File: src/rtl/b4_bus_arbiter_pkg.sv
// b4_bus_arbiter_pkg: shared state encoding, sizes and grant helper for the 4-source bus arbiter
package b4_bus_arbiter_pkg;
  localparam int N_SRC = 4;
  localparam int IDX_W = 2;
  typedef enum logic [1:0] {
    S_IDLE  = 2'b00,
    S_GRANT = 2'b01,
    S_TURN  = 2'b10
  } state_t;
  function automatic logic [N_SRC-1:0] one_hot(input logic [IDX_W-1:0] idx);
    return N_SRC'(1) << idx;
  endfunction
endpackage

File: src/rtl/b4_bus_arbiter_rr_pick4.sv
// rr_pick4: round-robin winner search starting just after the last owner
module rr_pick4
  import b4_bus_arbiter_pkg::*;
(
  input  logic [N_SRC-1:0] i_req,
  input  logic [IDX_W-1:0] i_last,
  output logic             o_any,
  output logic [IDX_W-1:0] o_win
);
  assign o_any = |i_req;
  // Scan farthest-first so the nearest requester after i_last overwrites last.
  always_comb begin
    o_win = i_last;
    for (int k = N_SRC; k >= 1; k--)
      if (i_req[i_last + IDX_W'(k)]) o_win = i_last + IDX_W'(k);
  end
endmodule

File: src/rtl/b4_bus_arbiter.sv
// b4_bus_arbiter: round-robin owner of a shared 4-source bus with turnaround and hold limit
module b4_bus_arbiter
  import b4_bus_arbiter_pkg::*;
#(
  parameter int MAX_HOLD = 8,
  parameter int CNT_W    = 4
) (
  input  logic             i_clk,
  input  logic             i_rst_n,
  input  logic [N_SRC-1:0] i_req,
  output logic [N_SRC-1:0] o_gnt,
  output logic [N_SRC-1:0] o_en,
  output logic [IDX_W-1:0] o_sel,
  output logic             o_busy,
  output logic             o_revoke
);
  state_t             r_state, w_nstate;
  logic [IDX_W-1:0]   r_last, w_nlast;
  logic [IDX_W-1:0]   r_sel, w_nsel;
  logic [CNT_W-1:0]   r_cnt, w_ncnt;
  logic [N_SRC-1:0]   r_gnt, w_ngnt;
  logic               r_busy, r_revoke, w_nrevoke;
  logic               w_any;
  logic [IDX_W-1:0]   w_win;
  rr_pick4 u_pick (
    .i_req  (i_req),
    .i_last (r_last),
    .o_any  (w_any),
    .o_win  (w_win)
  );
  always_comb begin
    w_nstate  = r_state;
    w_nlast   = r_last;
    w_nsel    = r_sel;
    w_ncnt    = r_cnt;
    w_ngnt    = r_gnt;
    w_nrevoke = 1'b0;
    case (r_state)
      S_IDLE, S_TURN: begin
        w_nstate = w_any ? S_GRANT : S_IDLE;
        w_ngnt   = w_any ? one_hot(w_win) : '0;
        w_nsel   = w_any ? w_win : r_sel;
        w_ncnt   = '0;
      end
      S_GRANT: begin
        // r_sel is the current owner while granted; a release takes priority over expiry.
        if (!i_req[r_sel]) begin
          w_nstate = S_TURN;
          w_nlast  = r_sel;
          w_ngnt   = '0;
          w_ncnt   = '0;
        end else if (|(i_req & ~r_gnt)) begin
          if (r_cnt == CNT_W'(MAX_HOLD - 1)) begin
            w_nstate  = S_TURN;
            w_nlast   = r_sel;
            w_ngnt    = '0;
            w_ncnt    = '0;
            w_nrevoke = 1'b1;
          end else begin
            w_ncnt = r_cnt + CNT_W'(1);
          end
        end else begin
          w_ncnt = '0;
        end
      end
      default: begin
        w_nstate = S_IDLE;
        w_ngnt   = '0;
        w_ncnt   = '0;
      end
    endcase
  end
  always_ff @(posedge i_clk or negedge i_rst_n) begin
    if (!i_rst_n) begin
      r_state  <= S_IDLE;
      r_last   <= IDX_W'(N_SRC - 1);
      r_sel    <= '0;
      r_cnt    <= '0;
      r_gnt    <= '0;
      r_busy   <= 1'b0;
      r_revoke <= 1'b0;
    end else begin
      r_state  <= w_nstate;
      r_last   <= w_nlast;
      r_sel    <= w_nsel;
      r_cnt    <= w_ncnt;
      r_gnt    <= w_ngnt;
      r_busy   <= (w_nstate != S_IDLE);
      r_revoke <= w_nrevoke;
    end
  end
  assign o_gnt    = r_gnt;
  assign o_en     = r_gnt;
  assign o_sel    = r_sel;
  assign o_busy   = r_busy;
  assign o_revoke = r_revoke;
endmodule

File: config.mk
export PLATFORM = sky130hd
export DESIGN_NAME = b4_bus_arbiter
export DESIGN_NICKNAME = d
export VERILOG_FILES = /design/src/rtl/b4_bus_arbiter_pkg.sv /design/src/rtl/b4_bus_arbiter_rr_pick4.sv /design/src/rtl/b4_bus_arbiter.sv
export SDC_FILE = /design/constraint.sdc
export NUM_CORES = 1
export LEC_CHECK = 0
export ABC_AREA = 0
export BUFFER_PORTS_ARGS = -buffer_cell sky130_fd_sc_hd__buf_4
export CORE_ASPECT_RATIO = 1.1
export CORE_MARGIN = 2
export CORE_UTILIZATION = 40
export DETAILED_ROUTE_END_ITERATION = 12
export GPL_ROUTABILITY_DRIVEN = 0
export PLACE_DENSITY_LB_ADDON = 0.15
export SETUP_SLACK_MARGIN = 0.5
export SYNTH_ARGS = -nofsm -noshare
export SYNTH_HDL_FRONTEND = slang
export SYNTH_SLANG_ARGS = --single-unit
File: constraint.sdc
create_clock -name i_clk -period 2 [get_ports i_clk]
set_input_delay 0.3 -clock i_clk [delete_from_list [all_inputs] [get_ports i_clk]]
set_output_delay 0.3 -clock i_clk [all_outputs]
set_load 0.01 [all_outputs]
Word-level counts from Yosys, hierarchy flattened
Cells that the tools add are included.

cells by class
  add/sub/neg operators = 4
  shift operators = 1
  bitwise logic cells = 2
  equal/unequal tests = 7
  reduce and logical (&&, ||, !) cells = 8
  mux-type cells = 32
  order comparisons = 4

operators with widths
  cell                                                                           count
  4-bit 2-to-1 mux                                                               8
  2-bit 2-to-1 mux                                                               9
  2-bit by 3-bit less-than comparator with 1-bit output (second input constant)  4
  1-bit 2-to-1 mux                                                               9
  1-bit binary-select mux with 2-bit select                                      4
  4-bit one-hot mux with 2 select lines                                          1
  4-bit OR reduction                                                             2
  3-bit inequality test (second input constant)                                  2
  2-bit adder (second input constant)                                            2
  4-bit by 1-bit adder with 4-bit output (second input constant)                 1
  4-bit AND                                                                      1
  4-bit by 3-bit equality test with 1-bit output (second input constant)         1
  2-bit by 1-bit inequality test with 1-bit output (second input constant)       2
  4-bit NOT                                                                      1
  2-bit one-hot mux with 2 select lines                                          1
  2-bit AND reduction                                                            2
  1-bit by 2-bit << shifter with 4-bit output (first input constant)             1
  3-bit AND reduction                                                            1
  2-bit by 1-bit adder with 2-bit output (second input constant)                 1
  2-bit by 1-bit equality test with 1-bit output (second input constant)         1
  2-bit equality test (second input constant)                                    1
  2-bit logical NOT                                                              1
  2-bit nonzero test                                                             1
  2-bit OR reduction                                                             1

storage, ports and cells
  bits of input ports = 6
  output and inout port bits = 12
  logic and storage cells = 65
  flip-flop bits (word level) = 16

Depth between registers and ports, before layout
Gate-level depths: netlist of run 1.

  depth in word-level cells = 9
  gate-level depth with buffers = 5
  mapped depth without buffers = 5

Cells and area by module
From an unflattened synthesis of run 1, not the netlist that was laid out.

unflattened totals
  cells, all modules = 83
  area total of the unflattened synthesis = 887.1 µm²

by module, submodules not included
  module          instances  area an instance (µm²)  seq. area each (µm²)  cells each
  b4_bus_arbiter  1          804.5                   402.9                 69
  rr_pick4        1          82.6                    0.0                   14

Worst setup path after synthesis of run 1
No wires, ideal clock.

  kind = register to register
  start point = register r_cnt[0]
  end point = register r_last[1]
  library setup time = 0.082 ns
  path slack = 0.536 ns
  path buffers = 0
  stages on the path, launching flop included = 6
  clock period less this slack = 1.464 ns
  arrival time = 1.381 ns
  required time = 1.918 ns
  path through = dfrtp_1 > ha_1 > nand3b_1 > a41oi_1 > o21a_1 > mux2_4

on the way
  word-level cells in the longest chain between the ends = 3

RTL lines
  element                                                            RTL line              text
  start: declaration                                                 b4_bus_arbiter.sv:20  logic [CNT_W-1:0] r_cnt, w_ncnt;
  start signal: assignment                                           b4_bus_arbiter.sv:86  r_cnt <= w_ncnt;
  4-bit by 3-bit equality test with 1-bit output                     b4_bus_arbiter.sv:53  if (r_cnt == CNT_W'(MAX_HOLD - 1)) begin
  2-bit by 1-bit inequality test with 1-bit output (no source line)  -
  3-bit AND reduction (no source line)                               -
  end signal: assignment                                             b4_bus_arbiter.sv:76  r_last <= IDX_W'(N_SRC - 1);
  end signal: assignment                                             b4_bus_arbiter.sv:84  r_last <= w_nlast;
  end: declaration                                                   b4_bus_arbiter.sv:18  logic [IDX_W-1:0] r_last, w_nlast;

Every way passes these cells.
A chain may end at the register's enable or synchronous reset.

Worst setup path after layout of run 1
Ends and elaborated chain as after synthesis.

==> summary by stage, run 1 <==
Clock network
The number of sinks driven by the clock tree is 16. TritonCTS created 3 clock buffers. Clock-pin slew was measured on the worst setup and hold paths at approximately 0.090 ns.

The deepest level of the CTS H-tree is 1. The clock root buffer master is clkbuf_4. The clock latency on the worst-skew pair is 0.29 ns. The CTS tree is built. The maximum number of buffers from clock root to sink is 2.

Placement
The post-detailed-placement half-perimeter wirelength is 1290 µm. The total cell area at the placement stage is 985 µm². The post-placement setup slack is 0.367 ns. The total of buffers placed on input and output ports is 17.

Timing
After layout, the worst path uses 76.8% of the clock period. The total count of max-transition violations in the final report is 0. The post-route worst hold slack is just under 0.4 ns. Based on the critical path, the design can be clocked at up to 651 MHz. Setup violations remaining at the end of the flow were counted as 0. Subtracting the final worst setup slack from the clock period gives 1.54 ns. The hold violation count in the final report is 0. The smallest setup slack after layout is about 0.46 ns.

Setup repair after global routing could not meet its margin everywhere. At the pin with the least slew margin, the transition time is between 0.4 and 0.5 ns. For the final routed database, the setup TNS stands at 0 ns. Across the routed clock network, the largest skew measured is ~0.0005 ns.

The worst-case headroom to the max-slew limit is 72.0%.

Synth
Yosys mapped the design onto 34 distinct sky130hd cell types. Summed over all instances, the cell type with the most area after synthesis is dfrtp_1. The cell area that synthesis handed to floorplanning was 852 µm². The share of the yosys chip area belonging to registers is 47.3%. The fraction of the mapped netlist area in adder cells is between 1 and 1.5%.

The number of synthesized register bits is 16. The main combinational cell family by area after synthesis is simple AND/OR/NAND/NOR gates. Among all cell types in the netlist, the one instantiated most often is dfrtp_1.

During synthesis, Yosys emitted a total of 0 warnings. The complex-gate fraction of the synthesized area is between 15 and 20%. The share of the synthesized area in the top cell type is 41.1%.

The mean area per synthesized cell is 10.1 µm². By count the netlist is led by dfrtp_1, nor2_1, nand2b_1. Ranked by total cell area, the synthesized netlist is headed by dfrtp_1, dfstp_2, nand2b_1, nor2_1, buf_4. The number of synthesized flops with an enable pin is 0. The synthesized net count is 91. The synthesized netlist devotes 2.06% of its cell area to XOR and XNOR gates.

For this run, the leading register cell type out of synthesis is dfrtp_1. The share of synthesized cell area in and, or, nand and nor gates is 23.1%. The mux share of post-synthesis cell area is approximately 5.4%. The number of instances in the synthesized netlist is 84.

Counting flops with an async set or reset pin after synthesis yields a share of 100%.

GRT
Global routing finished with a remaining overflow of 0. The met3 capacity usage during global routing is 2.07%. The number of global-route vias before repair was 688.

For this run, the total global-route usage over all layers was measured as 18.3%. The met1 demand-to-capacity share in global routing is 24.7%. The global-route wire length before repair is 3170 µm. The initial antenna violation count is 0.

The met2 capacity usage during global routing is around 28%. Entering global routing, the biggest net connects 17 pins. In this run the most used layer during global routing was met2.

Layout
For this run, the post-layout net count is ~120. The area used by multi-input combinational logic is 458 µm². The fraction of layout cells with a size suffix above 1 is 44.7%.

The post-route cell area is 1170 µm². Counting the fill cells in the layout gives 175. The synthesis-to-finish area growth is 37.6%. 0 antenna diodes ended up in the layout.

Summing all flip-flop and latch instances after layout gives 404 µm².

Route
In the routed design, unresolved DRC markers number 0. The overall via count from detail_route is 749. In the routed layout, each cell is associated on average with a via count of 5.27. The detailed router finished its first iteration with 8 violations. Summed over all layers, the routed wires come to 2010 µm. The number of optimization iterations in the first detailed-route pass is 4.

The antenna violation net count after detailed routing is 0. Dividing the detail-routed wire length by the instance count gives 14.2 µm.

Power
The leakage power summed over all cells is 0.000557 µW. Dividing total power by cell area gives a power density of roughly 1400 nW/µm². The worst-case IR drop observed on VDD is roughly 0.66 mV.

Floorplanning
The row count is 17. The die outline area is 2520 µm². Measured along the x axis, the die boundary spans 48.0 µm. For this configuration, the core starts out at a cell density of 42.2%. The die is approximately 52 µm tall.

The core box area is 2020 µm². The count of pins on the block boundary is 18.

Worst setup path
The highest fanout seen on the critical path is 4. The category of the critical setup timing path is reg2reg. The kind of end point of the critical path is a flip-flop.

The required time of the critical path is about 2.2 ns. The worst setup path is launched from a flip-flop. The data arrival at the endpoint of the critical path is 1.77 ns.

Job
Across the run, the number of max-cap violations was 0.

Hold path
The class of the most critical hold timing path is in2async.

Status
The run finished with clean final reports.
[report_power, final]
group,switching (µW),internal (µW)
Combinational,385,465
Clock,108,111
Sequential,101,445
[area by class of cell]
| type | count | share of cell area [%] |
|---|---|---|
| Clock buffer | 4 | 3.09 |
| Sequential cell | 16 | 34.5 |
| Multi-Input combinational cell | 61 | 39.1 |
| Tap cell | 28 | 2.99 |
| Inverter | 3 | 0.961 |
| Timing Repair Buffer | 30 | 19.4 |
[sequential cells by signal, summed over array words and instances (netlist names)]
signal	flops
o_revoke	1
r_last	2
r_state	2
r_cnt	4
o_sel	2
o_busy	1
o_en	4
[cells by family (layout without fill, tap and decap cells)]
kind of cell             count (synthesis)  after routing
AO/OA/AOI/OAI                           18             18
multiplexers                             4              4
XOR/XNOR                                 2              2
adder cells (fa/ha/maj)                  1              1
AND/OR/NAND/NOR                         36             36
buffers and inverters                    7             37
flip-flops                              16             16
[per-layer routing]
metal / vias to the layer above / share of wire, %
li1: 357 / -
met1: 367 / 46
met2: 20 / 48
met3: 5 / 4.0
met4: 0 / 1.9
met5: - / 0
[final timing paths]
path / startpoint / endpoint / slack [ns] / depth (start not counted)
worst max-delay path: r_cnt[0] / r_last[1] / 0.46 / 5
worst min-delay path: i_rst_n / r_state[0] / 0.39 / 2
worst max register to register: r_cnt[0] / r_last[1] / 0.46 / 5
worst min register to register: o_en[2] / o_en[2] / 0.56 / 1
max in group asynchronous: i_rst_n / r_last[1] / 1.37 / 2
min in group i_clk: i_req[3] / r_last[0] / 0.48 / 4
[layout by cell type, fill, tap and decap left out, drive strengths merged, types with 2 or more instances in the layout]
cell	synthesis	final
a21oi	5	5
a32o	2	2
buf	4	29
clkbuf	0	4
dfrtp	14	14
dfstp	2	2
inv	3	3
mux2	2	2
mux2i	2	2
nand2	4	4
nand2b	8	8
nand3	2	2
nand3b	2	2
nor2	10	10
nor3	3	3
o21a	2	2
o2bb2ai	2	2
or2	3	3
[critical path, cell delays in order, from the launching register on]
cell,delay (ns)
dfrtp_1,0.37
ha_2,0.19
nand3b_1,0.13
a41oi_2,0.26
o21a_1,0.21
mux2_4,0.30
[through the flow]
step | utilization (%) | total power (µW) | instances
global placement | 48.7 | 1190 | 125
floorplan | - | 985 | 84
global route | 58.0 | 1730 | 142
detailed placement | 48.7 | 1200 | 125
CTS | 54.3 | 1510 | 137
finish | 58.0 | 1610 | 142
[what timing repair did]
action,4_1_cts,5_1_grt
pin swaps,1,3
buffers inserted,7,5
resized for setup,4,8
endpoints found under the hold margin,14,0
gates cloned,0,0
hold buffers,1,0
endpoints found under the setup margin,10,13
Note: power is estimated with default switching activity, not from simulation.
==> inputs of run 2 (changes only) <==
--- a/config.mk
+++ b/config.mk
@@ -5,7 +5,7 @@
 export SDC_FILE = /design/constraint.sdc
 export NUM_CORES = 1
 export LEC_CHECK = 0
-export ABC_AREA = 0
+export ABC_AREA = 1
 export BUFFER_PORTS_ARGS = -buffer_cell sky130_fd_sc_hd__buf_4
 export CORE_ASPECT_RATIO = 1.1
 export CORE_MARGIN = 2
==> constraint.sdc (replaced) <==
create_clock -name i_clk -period 1.39 [get_ports i_clk]
set_input_delay 0.2085 -clock i_clk [delete_from_list [all_inputs] [get_ports i_clk]]
set_output_delay 0.2085 -clock i_clk [all_outputs]
set_load 0.01 [all_outputs]
==> run 2 against run 1 <==
  * The run now ends with setup timing left
  * Fmax up 4.1%
  * First-iteration DRC count up 50%
  * Via count up 35%
  * Worst hold slack worse by 0.10 ns
  * Clock skew up 0.0038 ns
  * Count of clock-buffer cells in the layout unchanged
  * Setup slack worse by 0.55 ns
  * Sequential cell count unchanged
  * Die area up 10%
  * Largest cell class unchanged
==> summary by stage, run 2 <==
GRT
The all-layer global routing usage came to 20.1% (+1.8 points). The largest net degree at the start of global routing is 17 (unchanged). The global-route wire length before repair came to 4130 µm (+30%). The remaining global-route overflow came to 0 (unchanged). The initial antenna violation count is 0 (unchanged).

The number of global-route vias before repair is 970 (+41%).

Timing
The hold violation count in the final report was 0 (unchanged). Setup repair after global routing could not meet its margin everywhere. The final critical delay including setup and external delays is 1.48 ns (-0.0600 ns). The worst-case headroom to the max-slew limit is 79.1% (+7.1 points). The total count of max-transition violations in the final report is 0 (unchanged). The worst setup skew after layout came to 0.00435 ns (+0.00385 ns). The timing-limited maximum frequency is 678 MHz (+4.1%). The final worst-path cycle share is 106% (+29 points). The smallest setup slack after layout was -0.0856 ns (-0.550 ns). The transition time at the pin with the least slew margin is 0.311 ns (-0.106 ns). The total negative slack for setup checks came to -0.405 ns (-0.405 ns). The count of final setup violators is 6 (+6).

Placement
The post-detailed-placement half-perimeter wirelength came to 1630 µm (+26%). The post-placement setup slack is -0.119 ns (-0.486 ns). The total of buffers placed on input and output ports was 17 (unchanged). The total cell area at the placement stage is 1140 µm² (+16%).

Floorplanning
The count of pins on the block boundary is 18 (unchanged). The die outline area is 2770 µm² (+10%). The row count is 18 (+1).

The starting density of the core is 41.9% (-0.22 points). The core box area is 2250 µm² (+11%). The die width is 50.3 µm (+4.9%).

The die span in y is 55.0 µm (+4.9%).

Synth
The most used flip-flop cell after synthesis is dfrtp_1. The warning count from the yosys run came to 0 (unchanged). The number of instances in the synthesized netlist is 135 (+61%).

By instance count, the leading cell after synthesis is nand2_1. dfrtp_1 takes more of the synthesized area than any other cell. The number of different library cells in the post-synthesis netlist came to 22 (-35%). The mean area per synthesized cell is 7.00 µm² (-31%). By count the netlist is led by nand2_1, dfrtp_1, inv_1, nor2_1, nand3_1.

The post-synthesis async set-or-reset flop share is 100% (unchanged). The netlist area before placement is 945 µm² (+11%). The number of synthesized flops with an enable pin is 0 (unchanged). The share of the synthesized area in the top cell type came to 37.1% (-4.0 points). In the post-synthesis netlist, the biggest area contributors are dfrtp_1, nand2_1, dfstp_2, nand3_1, inv_1. The share of the yosys chip area belonging to registers is 42.6% (-4.6 points). The number of synthesized register bits is 16 (unchanged).

The synthesized net count was 142 (+56%).

Layout
In the layout the commonest cells are nand2_1, buf_4, buf_6. The fraction of layout cells with a size suffix above 1 is 54.7% (+10 points). The post-route cell area came to 1550 µm² (+32%).

The most frequent standard cell in the layout excluding fill and tap cells is nand2_1. The number of fillers in the final layout is 194 (+11%). The count of antenna diodes in the layout is 0 (unchanged).

The final net count is 187 (+53%). The synthesis-to-finish area growth is 63.8%. The final core area utilization is 68.7% (+11 points).

Clock network
The number of sinks driven by the clock tree was 16 (unchanged). The clock slew at the register clock pins of the worst setup and hold paths is 0.09 ns (about the same). The clock buffer count from CTS came to 3 (unchanged).

The deepest level of the CTS H-tree was 1 (unchanged). The clock latency on the worst-skew pair came to 0.30 ns (about the same). TritonCTS built the clock tree. The tree is rooted in a clkbuf_4. The maximum number of buffers from clock root to sink is 2 (unchanged).

Job
The count of maximum capacitance violations was 0 (unchanged).

Route
The number of optimization iterations in the first detailed-route pass was 4 (unchanged). The average wire per standard cell was 12.5 µm (-12%). The average vias per placed instance was 4.84 (-8.3%). The DRC violation count after routing was 0 (unchanged). The antenna violation net count after detailed routing is 0 (unchanged). The initial DRC count was 12 (+4).

The overall via count from detail_route is 1011 (+35%). The total length of routed wires is 2610 µm (+30%).

Worst setup path
The biggest cell delay along the critical path was 0.59 ns (+0.22 ns). STA classifies the critical path startpoint as a flip-flop. In this design, the critical path's most frequently occurring cell is nand2_2.

The data arrival at the endpoint of the critical path came to 1.72 ns (-0.05 ns). The required time of the critical path is 1.64 ns (-0.59 ns). The critical path goes through buf_6 -> nand2_2 -> nand2_2 -> nand2_2 -> nand2_1 -> nand2_2 -> nand2_2 -> nand2_2 -> nand2_2 -> nand3_1 -> nand2_1. The slowest stage of the critical path is the dfstp_2 cell. The highest fanout seen on the critical path is 7 (+3). Broken down by cell family, the worst path's largest delay share belongs to simple AND/OR/NAND/NOR gates. The kind of end point of the critical path is a flip-flop. The category of the critical setup timing path is reg2reg.

The buffer and inverter count on the worst path came to 1 (+1).

Power
The leakage power summed over all cells is 0.000798 µW (+43%). The power density over cell area is 2180 nW/µm² (+58%). The peak ir drop on the vdd network is 1.35 mV (+100%). The power after layout is 3370 µW (+110%).

Hold path
The tightest min-delay check is of the in2async type.

Status
The final reports fail on setup timing. The run finished, with violations left.
## run 2: per-stage QoR
step | cells | hold WS (ns)
2_1_floorplan | 135 | -0.0871
3_3_place_gp | 181 | 0.0762
3_5_place_dp | 181 | 0.0777
4_1_cts | 201 | 0.312
5_1_grt | 209 | 0.288
6_report | 209 | 0.291
## run 2: final cells by class
cell class                      count  area [µm²]  area share (%)
Clock buffer                        4        26.3            1.70
Inverter                           14        52.6            3.40
Multi-Input combinational cell    100         612            39.5
Sequential cell                    16         404            26.1
Tap cell                           30        37.5            2.43
Timing Repair Buffer               45         415            26.8
## run 2: per-layer routing
layer	global-route usage, %	wire (µm)	part of all wire [%]
met1	20.3	928	36
met2	42.5	1520	58
met3	1.61	86	3.3
met4	8.56	79	3.0
met5	0	0	0
## run 2: worst reg2reg max path: stages, from the launching register on
cell and delay [ns]:
dfstp_2 0.59, buf_6 0.14, nand2_2 0.06, nand2_2 0.08, nand2_2 0.07, nand2_1 0.07, nand2_2 0.06, nand2_2 0.08
nand2_2 0.05, nand2_2 0.08, nand3_1 0.08, nand2_1 0.06
## run 2: path summary, 6_finish.rpt
path	depth (start not counted)	slack [ns]	to	start
max in group asynchronous	2	0.85	r_last[0]	i_rst_n
setup / recovery	11	-0.09	o_en[2]	r_last[0]
hold reg to reg	2	0.50	r_last[1]	r_last[1]
setup reg to reg	11	-0.09	o_en[2]	r_last[0]
min in group i_clk	5	0.34	r_state[0]	i_req[1]
hold / removal	2	0.29	r_cnt[1]	i_rst_n
## run 2: cells by family after synthesis
group / share of synthesized area, %
adder cells (fa/ha/maj): 1.32
AO/OA/AOI/OAI: 7.81
buffers and inverters: 9.93
AND/OR/NAND/NOR: 37.4
flip-flops: 42.6
XOR/XNOR: 0.927
## run 2: repair_timing
action                                  CTS  global route
hold endpoints to repair                 14             0
pin swaps                                17             6
gates resized for setup                  43            13
buffers inserted                         15             8
hold buffers                              1             0
endpoints found under the setup margin   28            28
## run 2: report_power, final
group          switching, µW  internal [µW]
Clock                    156            112
Sequential               149            633
Combinational           1220           1100
Total                   1520           1840
==> inputs of run 3 (changes only) <==
--- a/config.mk
+++ b/config.mk
@@ -14,6 +14,7 @@
 export GPL_ROUTABILITY_DRIVEN = 0
 export PLACE_DENSITY_LB_ADDON = 0.15
 export SETUP_SLACK_MARGIN = 0.5
+export SKIP_CTS_REPAIR_TIMING = 1
 export SYNTH_ARGS = -nofsm -noshare
 export SYNTH_HDL_FRONTEND = slang
 export SYNTH_SLANG_ARGS = --single-unit
==> run 3 against run 2 <==
  * The run still ends with setup timing left
  * Design area fell by 6.5%
  * Worst hold slack gained 0.019 ns
  * Sequential share of layout area is 1.8 points higher
  * Combinational power down 12%
  * Critical path depth fell by 2
  * Power shrank 8.2%
  * Global-route usage shrank 3.3 points
  * Setup slack worse by 0.082 ns
  * Fmax shrank 5.2%
  * Routed wire length decreased by 8.4%
  * Sequential power up 4.9%
  * Critical path type unchanged
==> summary by stage, run 3 (synthesis results as in run 2) <==
Clock network
The clock buffer count from CTS was 3 (unchanged). The clock latency on the worst-skew pair was 0.28 ns (-0.02 ns). TritonCTS built the clock tree. The number of sinks driven by the clock tree came to 16 (unchanged). The maximum number of buffers from clock root to sink is 2 (unchanged). The clock slew at the register clock pins of the worst setup and hold paths came to 0.09 ns (about the same). CTS placed an instance of clkbuf_4 at the clock tree root. The deepest level of the CTS H-tree is 1 (unchanged).

Timing
The count of final setup violators was 6 (unchanged). The final critical delay including setup and external delays is 1.56 ns (+0.0817 ns). The final worst-path cycle share is 112% (+5.9 points). The transition time at the pin with the least slew margin is 0.473 ns (+0.162 ns). The total count of max-transition violations in the final report is 0 (unchanged). The hold violation count in the final report is 0 (unchanged). Setup repair after global routing could not meet its margin everywhere. The worst setup skew after layout is 0.00999 ns (+0.00564 ns).

The total negative slack for setup checks is -0.795 ns (-0.390 ns). The smallest setup slack after layout was -0.167 ns (-0.0817 ns). The timing-limited maximum frequency was 642 MHz (-5.2%). The worst-case headroom to the max-slew limit is 68.2% (-11 points).

Floorplanning
The row count is 18 (unchanged). The core box area is 2250 µm² (unchanged). The count of pins on the block boundary came to 18 (unchanged). The die width was 50.3 µm (unchanged).

The die span in y is 55.0 µm (unchanged). The die outline area is 2770 µm² (unchanged). The starting density of the core came to 41.9% (unchanged).

Power
The switching share of power was 46.8% (+1.5 points). The power density over cell area was 2140 nW/µm² (-1.8%). The cell internal power dissipation is 1640 µW (-11%). The part of the total power dissipated in the clock network came to 7.9% (about the same).

The register share of total power was 26.5% (+3.3 points). The leakage power summed over all cells came to 0.000729 µW (-8.6%). The combinational share of power came to 65.5% (-3.3 points). The peak ir drop on the vdd network came to 1.20 mV (-11%). The net load switching power is 1450 µW (-5.2%).

Job
The count of maximum capacitance violations is 0 (unchanged).

Placement
The total of buffers placed on input and output ports was 17 (unchanged). The post-detailed-placement half-perimeter wirelength was 1630 µm (unchanged). The number of cells after detailed placement is 181 (unchanged).

The total cell area at the placement stage is 1140 µm² (unchanged).

Worst setup path
The launching element type of the critical path is a flip-flop. The kind of end point of the critical path is a flip-flop. The worst setup path is of the reg2reg kind.

The highest fanout seen on the critical path is 7 (unchanged). The required time of the critical path came to 1.58 ns (-0.06 ns). The data arrival at the endpoint of the critical path is 1.74 ns (+0.02 ns). The register-to-register setup slack came to -0.17 ns (-0.08 ns).

Layout
The library cell used most frequently in the layout, excluding fill and tap cells, is nand2_1. The final core area utilization is 64.2% (-4.5 points). The fraction of layout cells with a size suffix above 1 is 49.7% (-5.0 points). The count of antenna diodes in the layout was 0 (unchanged). The number of fillers in the final layout was 205 (+5.7%). From synthesis to final layout, the design area changed by 53.1%. The number of standard cells in the final layout excluding fillers is 197 (-5.7%). The library cells used most frequently in the layout, excluding fill and tap cells, are nand2_1, buf_6, nand2_2. The post-route cell area was 1450 µm² (-6.5%). The final net count is 175 (-6.4%).

GRT
The met1 demand-to-capacity share in global routing was 18.0% (-2.3 points). The remaining global-route overflow is 0 (unchanged). The met2 capacity usage during global routing is 33.1% (-9.4 points). The global-route wire length before repair was 3440 µm (-17%). The largest net degree at the start of global routing is 17 (unchanged). The met3 capacity usage during global routing is 1.61% (unchanged). The all-layer global routing usage is 16.7% (-3.3 points). The initial antenna violation count is 0 (unchanged). After global routing, the most crowded layer is met2. The number of global-route vias before repair is 851 (-12%).

Route
The antenna violation net count after detailed routing is 0 (unchanged). The average wire per standard cell came to 12.1 µm (-2.8%). The overall via count from detail_route is 980 (-3.1%). The initial DRC count came to 7 (-5).

The total length of routed wires came to 2390 µm (-8.4%). The number of optimization iterations in the first detailed-route pass is 6 (+2). The DRC violation count after routing came to 0 (unchanged). The average vias per placed instance is 4.97 (+2.8%).

Status
The run finished, with violations left. The checks that failed: setup timing.

Hold path
The class of the most critical hold timing path is in2async.
run 3: cell count changes in the layout (fill, tap and decap cells not counted), sizes merged:
cell and change:
buf -12
run 3: layout make-up:
| type | count | area (µm²) | share of cell area, % |
|---|---|---|---|
| well taps | 30 | 37.5 | 2.60 |
| flip-flops and latches | 16 | 404 | 27.9 |
| inverters | 14 | 57.6 | 3.98 |
| repair buffers | 33 | 314 | 21.7 |
| clock buffers | 4 | 26.3 | 1.82 |
| multi-input cells | 100 | 607 | 42.0 |
run 3: worst max-delay path, stage by stage, from the launching register on:
cell and delay (ns):
dfstp_2 0.61, buf_6 0.15, nand2_1 0.08, nand2_2 0.09, nand2_1 0.08, nand2_2 0.07, nand2_2 0.07, nand3_1 0.09
nand2_2 0.07, o21ai_1 0.17
run 3: power groups by stage:
stage	registers (µW)	logic (µW)	clock network [µW]
2_1_floorplan	776	1010	0
5_1_grt	841	2250	276
6_report	820	2030	245
3_3_place_gp	776	1390	0
3_5_place_dp	780	1410	0
4_1_cts	773	1410	254
run 3: path summary, 6_finish.rpt:
kind / start / to / cells past startpoint
setup / recovery: r_last[0] / o_sel[0] / 9
hold / removal: i_rst_n / r_cnt[3] / 2
setup reg to reg: r_last[0] / o_sel[0] / 9
hold reg to reg: r_last[1] / r_last[1] / 2
max in group asynchronous: i_rst_n / r_last[0] / 2
min in group i_clk: i_req[1] / o_en[0] / 5
run 3: per-stage QoR:
step	total power, µW	worst slack, ns	hold WS, ns
after CTS	2440	-0.135	-0.231
after detailed placement	2190	-0.119	0.0777
final	3090	-0.167	0.310
after global placement	2160	-0.0926	0.0762
after floorplan	1790	0.0560	-0.0871
after global routing	3370	-0.263	0.312
run 3: per-layer routing:
| layer | share of wire (%) | vias to the layer above |
|---|---|---|
| met2 | 57 | 16 |
| met5 | 0 | - |
| met4 | 2.0 | 0 |
| li1 | - | 493 |
| met1 | 39 | 466 |
| met3 | 1.9 | 5 |
